--- config.mk ---
export PLATFORM = sky130hd
export DESIGN_NAME = instruction_fetch
export DESIGN_NICKNAME = d
export VERILOG_FILES = /design/src/rtl/instruction_fetch.sv
export SDC_FILE = /design/constraint.sdc
export NUM_CORES = 1
export LEC_CHECK = 0
export ABC_AREA = 1
export CAP_MARGIN = 25
export CORE_AREA = 2 2 199 201
export CTS_CLUSTER_DIAMETER = 200
export DETAILED_ROUTE_END_ITERATION = 10
export DIE_AREA = 0 0 201 203
export RECOVER_POWER = 100
export SETUP_SLACK_MARGIN = 0.3
export SYNTH_ARGS = -nofsm -noshare
export SYNTH_HDL_FRONTEND = slang
export SYNTH_SLANG_ARGS = --single-unit
export TNS_END_PERCENT = 10
--- constraint.sdc ---
create_clock -name clk -period 3.68 [get_ports clk]
set_input_delay 0.552 -clock clk [delete_from_list [all_inputs] [get_ports clk]]
set_output_delay 0.552 -clock clk [all_outputs]
set_load 0.02 [all_outputs]
--- src/rtl/instruction_fetch.sv ---
// Instruction fetch stage: PC sequencing, one-entry skid buffer for stalls, branch redirect.
// Optional performance counter output fetch_count is enabled by defining IFETCH_PERF_CNT_EN.
module instruction_fetch (
    input  logic        clk,
    input  logic        reset,
    input  logic        stall,
    input  logic        branch_taken,
    input  logic [0:31] branch_target,
    output logic [0:31] imem_addr,
    output logic        imem_rd_en,
    input  logic [0:31] imem_data,
    output logic [0:31] instruction,
    output logic [0:31] pc_out,
    output logic        if_valid
`ifdef IFETCH_PERF_CNT_EN
    ,
    output logic [0:31] fetch_count
`endif
);

    localparam logic [0:31] NOP_WORD = 32'hF000_0000;

    typedef enum logic [1:0] {
        IDLE = 2'd0,
        RUN  = 2'd1,
        HOLD = 2'd2
    } state_t;

    state_t      state_q, state_d;
    logic [0:31] pc_q, pc_d;
    logic [0:31] addr_q, addr_d;
    logic [0:31] instr_q, instr_d;
    logic [0:31] pc_out_q, pc_out_d;
    logic        valid_q, valid_d;
    logic [0:31] skid_data_q, skid_data_d;
    logic [0:31] skid_addr_q, skid_addr_d;
    logic        skid_valid_q, skid_valid_d;
    logic [0:31] imem_addr_s;
    logic        imem_rd_en_s;
    logic [0:31] target_s;

    assign target_s = {branch_target[0:29], 2'b00};

    // Next-state and memory-request logic; a branch overrides any stall.
    always_comb begin
        state_d      = state_q;
        pc_d         = pc_q;
        addr_d       = addr_q;
        instr_d      = instr_q;
        pc_out_d     = pc_out_q;
        valid_d      = valid_q;
        skid_data_d  = skid_data_q;
        skid_addr_d  = skid_addr_q;
        skid_valid_d = skid_valid_q;
        imem_addr_s  = pc_q;
        imem_rd_en_s = 1'b0;
        if (reset) begin
            imem_addr_s  = 32'd0;
            imem_rd_en_s = 1'b0;
        end else begin
            case (state_q)
                IDLE: begin
                    imem_rd_en_s = 1'b1;
                    addr_d       = pc_q;
                    pc_d         = pc_q + 32'd4;
                    state_d      = RUN;
                end
                RUN, HOLD: begin
                    if (branch_taken) begin
                        imem_addr_s  = target_s;
                        imem_rd_en_s = 1'b1;
                        addr_d       = target_s;
                        pc_d         = target_s + 32'd4;
                        skid_valid_d = 1'b0;
                        instr_d      = NOP_WORD;
                        pc_out_d     = 32'd0;
                        valid_d      = 1'b0;
                        state_d      = RUN;
                    end else if (stall) begin
                        // Park the word already in flight so it is not lost while held.
                        if (state_q == RUN) begin
                            skid_data_d  = imem_data;
                            skid_addr_d  = addr_q;
                            skid_valid_d = 1'b1;
                            state_d      = HOLD;
                        end else begin
                            state_d = HOLD;
                        end
                    end else begin
                        if (state_q == RUN) begin
                            instr_d  = imem_data;
                            pc_out_d = addr_q;
                            valid_d  = 1'b1;
                        end else begin
                            instr_d      = skid_data_q;
                            pc_out_d     = skid_addr_q;
                            valid_d      = skid_valid_q;
                            skid_valid_d = 1'b0;
                        end
                        imem_rd_en_s = 1'b1;
                        addr_d       = pc_q;
                        pc_d         = pc_q + 32'd4;
                        state_d      = RUN;
                    end
                end
                default: begin
                    state_d = IDLE;
                end
            endcase
        end
    end

    // State and datapath registers with synchronous reset.
    always_ff @(posedge clk) begin
        if (reset) begin
            state_q      <= IDLE;
            pc_q         <= 32'd0;
            addr_q       <= 32'd0;
            instr_q      <= NOP_WORD;
            pc_out_q     <= 32'd0;
            valid_q      <= 1'b0;
            skid_data_q  <= 32'd0;
            skid_addr_q  <= 32'd0;
            skid_valid_q <= 1'b0;
        end else begin
            state_q      <= state_d;
            pc_q         <= pc_d;
            addr_q       <= addr_d;
            instr_q      <= instr_d;
            pc_out_q     <= pc_out_d;
            valid_q      <= valid_d;
            skid_data_q  <= skid_data_d;
            skid_addr_q  <= skid_addr_d;
            skid_valid_q <= skid_valid_d;
        end
    end

    assign imem_addr   = imem_addr_s;
    assign imem_rd_en  = imem_rd_en_s;
    assign instruction = instr_q;
    assign pc_out      = pc_out_q;
    assign if_valid    = valid_q;

`ifdef IFETCH_PERF_CNT_EN
    logic [0:31] cnt_q, cnt_d;
    logic        deliver_s;

    // A new word is delivered whenever a non-IDLE cycle sees neither branch nor stall.
    assign deliver_s = (state_q != IDLE) && !branch_taken && !stall;

    // Delivery counter next value; wraps naturally.
    always_comb begin
        if (deliver_s) begin
            cnt_d = cnt_q + 32'd1;
        end else begin
            cnt_d = cnt_q;
        end
    end

    // Delivery counter register.
    always_ff @(posedge clk) begin
        if (reset) begin
            cnt_q <= 32'd0;
        end else begin
            cnt_q <= cnt_d;
        end
    end

    assign fetch_count = cnt_q;
`endif

endmodule

==> flow_summary.ini <==
[run_status]
status = complete, but fails checks
violations = capacitance limit, slew limit

[clocking]
clk-insertion-delay-late_ps = 450
cts_max_level = 4
root_buffer = clkbuf_16
cts_made_buffers = 17
hold_buffers = 0
clkTransAtPathRegs_ps = 80
cts.path.max_buffers = 2
cts.sinks = 193
cts_tree = yes
postCtsSetupRepairBufs = 0

[floorplanning]
num_rows = 72
core_um2 = 38500
initial_core_util = 0.249
io_pins = 166
dieArea_um2 = 40800
die_y_um = 203
die_x_um = 201

[drt]
drc_errors = 0
routed_wl_um = 31900
wl_met1_um = 14500
route.vias.total = 9748
wl_met2_um = 14500
ant_nets = 0
wl_per_cell_um = 15.4
drtPass1Iterations = 8
top_layer = met5
dr_wl_met3_um = 2050
viasPerCell = 4.70
drt_iter0_markers = 784

[critical_path]
crit_type = flip-flop to output pin
endpoint_kind = output pin
cp-start-kind = flip-flop
cp_data_arrival_time_ps = 2930
r2r-end = pc_q[7]$_SDFFE_PP0P_
r2r_cells = 9
path_max_fanout = 52
required_ps = 3130
rrSetupSlack_ps = 490
reg2reg_from = state_q[0]$_SDFF_PP0_

[placed_design]
place_inst = 2043
place.gp.congestion = 0.884
hpwlAfterDp_um = 22700
portBuffers = 161
placed_cell_area_um2 = 11700

[power]
p_leak_nw = 4.55
vdd.ir_drop.worst_mv = 0.308
pwr_density_cell_nw_per_um2 = 432

[synth]
synth_edf_count = 0
seq_area_frac_synth = 0.403
ys_top_cells_by_area = dfxtp_1 (40%), nand2_1 (14%), o21ai_0 (9.4%), a21oi_1 (9.3%), nor2_1 (5.1%)
synth_top_area_cell = dfxtp_1
ys_types = 47
synthFlopType = dfxtp_1
syn_inst = 1437
synth_top_area_share = 0.403
synth_area_um2 = 9590
ys_ff_latch = 193
synth.avg_cell_area_um2 = 6.67
synth_most_common_cell = nand2_1
synthArstFlopShare = 0
yosysWarnings = 0
synth_common_cells = nand2_1 (353), dfxtp_1 (193), o21ai_0 (180)

[grt]
grt_usage = 0.154
grt_pass1_wl_um = 50300
grt_pass1_vias = 8950
grt_max_degree = 114
antenna_found_initial = 4
grt_overflow = 0

[cells_and_area]
drive_gt1_frac = 0.0539
area_growth_pct = 27.0
nets = 1618
stdcell_count = 2076
finalInstanceArea_um2 = 12200
fin_util = 0.316

[min_path]
hold_start = addr_q[30]$_SDFFE_PP0P_
holdPathStages = 2
hold_path.class = flip-flop to flip-flop
holdPathEnd = addr_q[30]$_SDFFE_PP0P_

[sta]
tightest_slew_ps = 1870
slew_viol_final = 131
setup_violations = 0
max_slew_margin = -0.248
fin_crit_sh = 0.947
finClkSkew_ps = 20.4
finalCriticalPeriod_ps = 3480
max_freq_ghz = 0.287
setup-tns-final_ps = 0
hold_violations = 0
whs_ps = 448
rsz0062_at_grt = yes

[job]
max-cap-violations = 2
-- repair_timing --
action | CTS | global route
gates cloned | 0 | 0
pin swaps | 0 | 0
endpoints found under the hold margin | 0 | 0
endpoints found under the setup margin | 6 | 27
gates resized for setup | 1 | 2
-- sequential cells by signal (all words and copies together) (netlist names) --
name and count:
pc_q 30, skid_valid_q 1, instruction 32, state_q 2, if_valid 1, skid_addr_q 32
addr_q 31, pc_out 32, skid_data_q 32
-- cell families after synthesis --
kind of cell             Yosys count  synth area share
flip-flops                       193             0.403
buffers and inverters            225            0.0936
adder cells (fa/ha/maj)            6           0.00783
multiplexers                       1           0.00104
other                              1          0.000391
XOR/XNOR                           6           0.00548
AND/OR/NAND/NOR                  585             0.254
AO/OA/AOI/OAI                    420             0.234
-- how the worst max path moves through the flow --
| stage | start | end | slack [ps] | cells after the start |
|---|---|---|---|---|
| after global routing | reset | pc_q[15]$_SDFFE_PP0P_ | 70 | 6 |
| final | state_q[0]$_SDFF_PP0_ | imem_addr[24] | 200 | 8 |
| after global placement | branch_taken | imem_addr[25] | 350 | 7 |
| after CTS | state_q[0]$_SDFF_PP0_ | imem_addr[25] | 200 | 8 |
| after detailed placement | branch_taken | imem_addr[25] | 320 | 7 |
| after floorplan | state_q[0]$_SDFF_PP0_ | imem_rd_en | 1260 | 7 |
-- through the flow --
step | worst slack [ps] | power, mW
after CTS | 204 | 5.34
after floorplan | 1260 | 3.07
after global routing | 65.1 | 5.55
final | 196 | 5.26
after global placement | 353 | 3.49
after detailed placement | 321 | 3.50
-- cells in the final DEF (no fill, tap or decap), drive strengths merged, types with 2 or more instances in the layout --
| cell | Yosys | routed |
|---|---|---|
| nand4 | 9 | 9 |
| o21ai | 188 | 188 |
| clkinv | 2 | 8 |
| o211ai | 4 | 4 |
| clkdlybuf4s50 | 0 | 65 |
| nand3b | 3 | 3 |
| nor3 | 8 | 8 |
| nand2 | 359 | 359 |
| inv | 130 | 135 |
| dlygate4sd3 | 0 | 92 |
| dfxtp | 193 | 193 |
| nor2 | 145 | 145 |
| o221ai | 4 | 4 |
| xor2 | 4 | 4 |
| a211oi | 22 | 22 |
| nand3 | 54 | 54 |
| buf | 34 | 14 |
| clkinvlp | 0 | 4 |
| a31oi | 7 | 7 |
| xnor2 | 2 | 2 |
| ha | 6 | 6 |
| or2 | 6 | 6 |
| o22ai | 5 | 5 |
| conb | 1 | 2 |
| a21oi | 179 | 179 |
| o21bai | 4 | 4 |
| clkbuf | 59 | 25 |
-- worst max-delay path, stage by stage, from the launching register on --
cell and delay [ps]:
dfxtp_1 370, inv_1 70, ha_1 340, nand2_2 120
buf_12 210, or2_2 310, o21ai_0 250, nor2_1 70
dlygate4sd3_1 710
-- layer usage --
| metal | global-route usage | up-vias |
|---|---|---|
| met5 | 0 | - |
| met4 | 0.0537 | 8 |
| met3 | 0.0368 | 46 |
| met2 | 0.245 | 244 |
| met1 | 0.205 | 4529 |
| li1 | - | 4921 |
-- report_power, final --
part	total, mW	switching, mW	internal [mW]
Clock	1.83	0.933	0.899
Sequential	2.35	0.107	2.24
Combinational	1.07	0.711	0.364
-- area by class of cell --
type,instances,area [um^2]
multi-input combinational,1020,4820
antenna,1,2.50
clock buffer,17,425
timing repair buffer,180,1760
tap,518,648
sequential,193,3860
clock inverter,15,150
fill,4201,26300
inverter,132,497
No activity file was read; power rests on OpenSTA's default activity.
